===== src/rtl/inert_pkg.sv =====
// Shared definitions for the inertial gyro-axis reader.
//   state_t   : reader FSM states
//   NUM_CFG   : number of configuration words written after power-up
//   CFG_TBL   : configuration words, issued in index order
//   GYRO_BASE : register address of the X-axis rate low byte
//   rd_cmd()  : builds the SPI read word for byte slot idx (X_L, X_H, Y_L, ...)
package inert_pkg;

  typedef enum logic [2:0] {
    PWRUP    = 3'd0,
    CFG      = 3'd1,
    WAIT_INT = 3'd2,
    RD       = 3'd3,
    VLD      = 3'd4
  } state_t;

  localparam int          NUM_CFG   = 3;
  localparam logic [6:0]  GYRO_BASE = 7'h22;
  localparam logic [15:0] CFG_TBL [NUM_CFG] = '{16'h0D02, 16'h1160, 16'h1440};

  // Byte slots are laid out contiguously from GYRO_BASE, so slot idx
  // lives at GYRO_BASE+idx. Bit 15 set marks a read.
  function automatic logic [15:0] rd_cmd(input logic [2:0] idx);
    logic [6:0] addr;
    addr = GYRO_BASE + {4'b0000, idx};
    return {1'b1, addr, 8'h00};
  endfunction

endpackage


===== src/rtl/inert_axis_rdr.sv =====
// Inertial sensor gyro reader. After a power-up delay it writes the
// configuration table over SPI, then on every data-ready (INT) it reads the
// low/high bytes of NUM_AXES gyro axes and publishes them atomically.
//
// Ports
//   clk, rst_n  : clock, asynchronous active-low reset
//   INT         : sensor data-ready, asynchronous (synchronised internally)
//   done        : SPI monarch transaction-complete pulse
//   rd_data     : SPI monarch read word, byte in [7:0]
//   wrt, cmd    : start an SPI transaction with word cmd (cmd is 0 when idle)
//   rates       : signed rates, axis k at [16k+15:16k]
//   vld         : one-cycle pulse while rates holds a fresh sample set
//   ovr_cnt     : saturating count of INT events that arrived while busy
//   err         : sticky SPI timeout flag
//   state_dbg   : current FSM state, for observation only
//
// SPI handshake: wrt is a single-cycle request carrying cmd in that same
// cycle; the monarch answers with a single-cycle done (read byte valid in
// rd_data during done). Only one transaction is outstanding at a time, and
// the follow-on request is issued combinationally in the done cycle.
module inert_axis_rdr
  import inert_pkg::*;
#(
  parameter int NUM_AXES = 3,
  parameter int PWRUP_W  = 16,
  parameter int TMO_CYC  = 4096
) (
  input  logic                    clk,
  input  logic                    rst_n,
  input  logic                    INT,
  input  logic                    done,
  input  logic [15:0]             rd_data,
  output logic                    wrt,
  output logic [15:0]             cmd,
  output logic [16*NUM_AXES-1:0]  rates,
  output logic                    vld,
  output logic [7:0]              ovr_cnt,
  output logic                    err,
  output state_t                  state_dbg
);

  localparam int NUM_RD = 2 * NUM_AXES;
  localparam int TMO_W  = $clog2(TMO_CYC) + 1;

  state_t                 state, state_nxt;
  logic                   int_meta, int_s, int_s_q;
  logic [PWRUP_W-1:0]     pwr_cnt;
  logic [1:0]             cfg_idx, cfg_idx_nxt;
  logic [2:0]             rd_idx, rd_idx_nxt;
  logic [TMO_W-1:0]       tmo_cnt;
  logic                   tmo_hit;
  logic                   in_xfer;
  logic [16*NUM_AXES-1:0] shadow, shadow_cap;
  logic                   cap, load_rates, to_evt;
  logic                   int_rise;

  assign state_dbg = state;
  assign vld       = (state == VLD);
  assign in_xfer   = (state == CFG) || (state == RD);
  assign tmo_hit   = (tmo_cnt == TMO_W'(TMO_CYC - 1));
  assign int_rise  = int_s && !int_s_q;

  // Shadow with the byte of the current done merged into its slot.
  always_comb begin
    shadow_cap = shadow;
    for (int b = 0; b < NUM_RD; b++) begin
      if (rd_idx == 3'(b)) shadow_cap[8*b +: 8] = rd_data[7:0];
    end
  end

  // Next-state and Mealy outputs (wrt/cmd react to done in the same cycle).
  always_comb begin
    state_nxt   = state;
    wrt         = 1'b0;
    cmd         = 16'h0000;
    cfg_idx_nxt = cfg_idx;
    rd_idx_nxt  = rd_idx;
    cap         = 1'b0;
    load_rates  = 1'b0;
    to_evt      = 1'b0;
    case (state)
      PWRUP: begin
        if (&pwr_cnt) begin
          wrt         = 1'b1;
          cmd         = CFG_TBL[0];
          cfg_idx_nxt = 2'd1;
          state_nxt   = CFG;
        end
      end
      CFG: begin
        if (done) begin
          if (cfg_idx < 2'(NUM_CFG)) begin
            wrt         = 1'b1;
            cmd         = CFG_TBL[cfg_idx];
            cfg_idx_nxt = cfg_idx + 2'd1;
          end else begin
            state_nxt = WAIT_INT;
          end
        end else if (tmo_hit) begin
          to_evt    = 1'b1;
          state_nxt = PWRUP;
        end
      end
      WAIT_INT: begin
        if (int_s) begin
          wrt        = 1'b1;
          cmd        = rd_cmd(3'd0);
          rd_idx_nxt = 3'd0;
          state_nxt  = RD;
        end
      end
      RD: begin
        if (done) begin
          cap = 1'b1;
          if (rd_idx == 3'(NUM_RD - 1)) begin
            load_rates = 1'b1;
            state_nxt  = VLD;
          end else begin
            wrt        = 1'b1;
            cmd        = rd_cmd(rd_idx + 3'd1);
            rd_idx_nxt = rd_idx + 3'd1;
          end
        end else if (tmo_hit) begin
          to_evt    = 1'b1;
          state_nxt = PWRUP;
        end
      end
      VLD: begin
        state_nxt = WAIT_INT;
      end
      default: begin
        state_nxt = PWRUP;
      end
    endcase
  end

  always_ff @(posedge clk or negedge rst_n) begin
    if (!rst_n) begin
      state    <= PWRUP;
      int_meta <= 1'b0;
      int_s    <= 1'b0;
      int_s_q  <= 1'b0;
      pwr_cnt  <= '0;
      cfg_idx  <= 2'd0;
      rd_idx   <= 3'd0;
      tmo_cnt  <= '0;
      shadow   <= '0;
      rates    <= '0;
      ovr_cnt  <= 8'h00;
      err      <= 1'b0;
    end else begin
      state    <= state_nxt;
      int_meta <= INT;
      int_s    <= int_meta;
      int_s_q  <= int_s;
      cfg_idx  <= cfg_idx_nxt;
      rd_idx   <= rd_idx_nxt;

      // Held at zero outside PWRUP so any re-entry gets the full delay.
      if (state == PWRUP) pwr_cnt <= pwr_cnt + 1'b1;
      else                pwr_cnt <= '0;

      // Counts idle cycles of the outstanding transaction only.
      if (wrt || !in_xfer) tmo_cnt <= '0;
      else if (!tmo_hit)   tmo_cnt <= tmo_cnt + 1'b1;

      // rates is loaded on the final byte so it is already fresh in the
      // VLD cycle where vld is high; partial sets never reach rates.
      if (to_evt)   shadow <= '0;
      else if (cap) shadow <= shadow_cap;
      if (load_rates) rates <= shadow_cap;

      if (to_evt) err <= 1'b1;

      // Busy means mid-read or publishing; edges there are lost samples.
      if (int_rise && (state == RD || state == VLD) && ovr_cnt != 8'hFF)
        ovr_cnt <= ovr_cnt + 8'd1;
    end
  end

endmodule


===== config.mk =====
export PLATFORM = sky130hd
export DESIGN_NAME = inert_axis_rdr
export DESIGN_NICKNAME = d
export VERILOG_FILES = /design/src/rtl/inert_pkg.sv /design/src/rtl/inert_axis_rdr.sv
export SDC_FILE = /design/constraint.sdc
export NUM_CORES = 1
export LEC_CHECK = 0
export ABC_CLOCK_PERIOD_IN_PS = 2250
export CORE_ASPECT_RATIO = 1.75
export CORE_UTILIZATION = 50
export CTS_BUF_LIST = sky130_fd_sc_hd__clkbuf_8
export CTS_CLUSTER_DIAMETER = 50
export DETAILED_ROUTE_END_ITERATION = 16
export PLACE_DENSITY = 0.84
export SLEW_MARGIN = 10
export SYNTH_ARGS = -nofsm -noshare
export SYNTH_HDL_FRONTEND = slang
export SYNTH_SLANG_ARGS = --single-unit

===== constraint.sdc =====
create_clock -name clk -period 2.25 [get_ports clk]
set_input_delay 0.675 -clock clk [delete_from_list [all_inputs] [get_ports clk]]
set_output_delay 0.675 -clock clk [all_outputs]
set_load 0.02 [all_outputs]

==> results by group <==
Timing
  • Clk_skew: roughly 0.018 ns
  • Setup TNS: -2.86 ns
  • Hold Vio Cnt, Final: 0
  • Final period util: 119%
  • Fin. max-slew vios: 0
  • # setup viols final: 11
  • Rel. slew slack: a little over three fifths
  • Worst-margin pin slew: roughly 0.55 ns
  • RSZ-0062 raised after global routing: true
  • Maximum clock rate: around 370 MHz
  • Hold WS: between 0.07 and 0.08 ns
  • Setup ws final: -0.430 ns
  • Fin crit period: around 2.7 ns

Logic synthesis
  • Synth area leader: dfrtp_1
  • Post-Syn Instances: between 600 and 700
  • Synth top area share: a little over half
  • Largest family of logic cells by synthesized area: simple AND/OR/NAND/NOR gates
  • Largest cells by area after synthesis: dfrtp_1 54%, nand2_1 9.3%, mux2i_1 6.6%
  • Post-Syn Area: roughly 6400 sq um
  • Synth warnings: 0
  • Syn_area_per_cell: approximately 9.7 sq um
  • Post-synthesis sequential area ratio: a little over half
  • Most common flop cell mapped by yosys: dfrtp_1
  • Seq cells post-synth: 137
  • Synth Area in Simple Gates: a little over a fifth
  • Async SR Flop Fraction: 100%
  • EDFF count, synth: 0
  • Yosys cell types: 59
  • Adder-Cell Fraction of Synth Area: around 2.6%
  • Post-synthesis compound-gate area fraction: under 10%
  • Mux cell area share after synthesis: under 10%
  • Synth Area in XOR/XNOR: under 10%

Clock tree
  • Clock sink count: between 100 and 150
  • Clk slew on worst S/H paths: about 0.090 ns
  • Longest Clk Path Bufs: 2
  • CTS tree: yes
  • Post-CTS Hold Fix Bufs: 0
  • CTS Root Cell: clkbuf_8
  • Htree depth: 4
  • Clock latency on the worst-skew pair: around 0.46 ns
  • CTS Buf Count: 17

Die
  • Ports: between 90 and 100
  • Core ar.: ~12000 sq um
  • Die area: roughly 13000 sq um
  • Initial core utilization: 51.3%
  • Die Y: between 150 and 200 um
  • Site Rows: 54
  • Die W: approximately 87 um

Power and ir drop
  • Clk pwr share: approximately 44%
  • Leakage: 4.10 nW
  • Peak VDD IR: slightly below 0.5 mV
  • Pwr/cell area: around 550 nW/um^2
  • Switching pwr: 1.07 mW
  • Total power: 4.65 mW
  • Register share of total power: between 50% and 60%
  • Combinational Power Share: approximately 2.6%
  • Sw Share: 23.0%
  • Cell-internal power: 3.58 mW

Status
  • Outcome: finished, violations left
  • Failing checks: negative setup slack

Cells and area
  • Number of fill cells: roughly 950
  • Final Util: a little under 70%
  • Total Nets Final: roughly 830
  • Share of layout cells above drive strength 1: between 20% and 30%
  • Final Instance Area: about 8500 sq um
  • Ant. Diodes: 0
  • Area Growth Syn to Fin: 33.7%
  • Fin cells: 980

Routing
  • WL/cell: 16.3 um
  • Remaining DRCs: 0
  • Final WL: ~16000 um
  • Routed vias/inst: ~5.5
  • DRT Pass-1 Iters: 6
  • Via count: between 5000 and 6000
  • DR iter-0 viols: roughly 380
  • Post-route antenna net violation count: 0

Worst setup path
  • CP required: 1.57 ns
  • Buffers and inverters on the worst path: 2
  • Delay-heaviest family, CP: adder cells
  • Crit Path Max Fanout: 2
  • Depth of the most critical reg-to-reg path: 8
  • Worst setup EP type: output port
  • Critical path's slowest cell: dfrtp_1
  • Crit-path cells: ha_2 > ha_4 > inv_4 > ha_4 > nand2_2 > o22ai_2 > nand3_2 > a21oi_2 > buf_6
  • Most common cell on crit path: ha_4
  • Setup crit start kind: flip-flop
  • Crit path kind: flip-flop to output port
  • Arr. time, crit path: around 2.0 ns
  • Slowest stage delay, CP: ~0.39 ns
  • Critical path depth in cells: 9

Place
  • Post-DP Area: 7850 sq um
  • Placed instance count: about 940
  • HPWL after DPL: 10700 um
  • Setup WS pre-CTS: -0.833 ns
  • IO Port Bufs: 83
  • Routability cong.: about 0.83

Global routing
  • Number of global-route vias before repair: ~5400
  • Total gr overflow: 0
  • Largest net degree at the start of global routing: 65
  • Total GRT Usage: approximately a quarter
  • Initial antenna violation count: 0
  • First-pass GRT wire length: 25700 um

Job
  • Max-cap violations: 0

Worst hold path
  • Hold Crit Class: primary input to asynchronous set/reset pin
-- sequential cells by signal, summed over array words and instances, names as in the netlist --
name / flops
state_dbg: 3
tmo_cnt: 13
pwr_cnt: 16
rd_idx: 3
cfg_idx: 2
rates: 48
int_meta: 1
int_s_q: 1
err: 1
ovr_cnt: 8
shadow: 40
int_s: 1
-- cells in the mapped netlist (3+ instances only) --
| master | count |
|---|---|
| nand2b_1 | 3 |
| o21ai_0 | 35 |
| nor2b_1 | 3 |
| clkbuf_1 | 22 |
| nor4_1 | 5 |
| mux2i_1 | 42 |
| and3_1 | 6 |
| xor2_1 | 15 |
| and2_1 | 4 |
| nor2_1 | 53 |
| buf_4 | 9 |
| inv_1 | 13 |
| and4_1 | 4 |
| a21oi_1 | 22 |
| buf_2 | 15 |
| xnor2_1 | 7 |
| ha_1 | 13 |
| nand2_1 | 158 |
| nand3_1 | 24 |
| a31oi_1 | 5 |
| dfrtp_1 | 137 |
| nand4_1 | 12 |
| nor3_1 | 9 |
-- power groups by stage --
stage | registers [mW] | clock network (mW) | logic, mW
after floorplan | 2.51 | 0 | 0.0383
after global placement | 2.51 | 0 | 0.117
after detailed placement | 2.51 | 0 | 0.120
after CTS | 2.46 | 2.11 | 0.121
after global routing | 2.46 | 2.22 | 0.132
final | 2.46 | 2.07 | 0.120
-- final cells by class --
cell class	instances	area, sq um	share of cell area [%]
Sequential cell	137	3430	40.2
Multi-Input combinational cell	466	2860	33.5
Timing Repair Buffer	163	1560	18.3
Clock buffer	20	275	3.23
Tap cell	168	210	2.46
Clock inverter	12	139	1.63
Inverter	14	57.6	0.675
-- metal layers --
metal | up-vias | global-route usage [%] | share of wire, %
met4 | 0 | 12.2 | 3.5
met1 | 2658 | 28.0 | 38
met5 | - | 0 | 0
met3 | 47 | 6.16 | 4.4
met2 | 189 | 45.7 | 54
li1 | 2490 | - | -
-- cells in the final DEF (no fill, tap or decap), drive strengths merged, types with 3 or more instances in the layout --
cell type,n
a21oi,22
a31oi,5
and2,4
and3,6
and4,4
buf,90
clkbuf,20
clkdlybuf4s15,3
clkdlybuf4s50,63
clkinvlp,3
conb,6
dfrtp,137
dlygate4sd2,4
dlymetal6s2s,3
ha,13
inv,19
mux2i,42
nand2,158
nand2b,3
nand3,25
nand4,13
nor2,53
nor2b,3
nor3,9
nor3b,3
nor4,7
o21ai,36
xnor2,7
xor2,15
-- path summary, 6_finish.rpt --
kind	start	end	slack (ns)
min in group clk	int_meta	int_s	0.36
setup / recovery	rd_idx[0]	cmd[11]	-0.43
max in group asynchronous	rst_n	ovr_cnt[4]	1.54
setup reg to reg	state_dbg[2]	shadow[0]	0.24
hold / removal	rst_n	shadow[22]	0.07
hold reg to reg	int_meta	int_s	0.36
-- worst reg2reg max path, cell delays in order, from the launching register on --
cell and delay, ns:
dfrtp_2 0.47, buf_4 0.16, and4b_1 0.27, buf_4 0.11, buf_4 0.17, and3_1 0.24, buf_12 0.16, mux2i_1 0.24
nor2_1 0.08
-- kinds of logic (layout without fill, tap and decap cells) --
| group | after synthesis | count (layout) |
|---|---|---|
| AND/OR/NAND/NOR | 302 | 302 |
| flip-flops | 137 | 137 |
| AO/OA/AOI/OAI | 80 | 80 |
| buffers and inverters | 62 | 209 |
| multiplexers | 43 | 43 |
| XOR/XNOR | 22 | 22 |
| adder cells (fa/ha/maj) | 13 | 13 |
| other | 1 | 6 |
-- repair_timing --
item / 4_1_cts / 5_1_grt
gates resized for setup: 95 / 15
pin swaps: 14 / 12
hold endpoints to repair: 0 / 0
setup endpoints to repair: 15 / 15
setup buffers: 7 / 4
(Power assumes the default switching activity.)
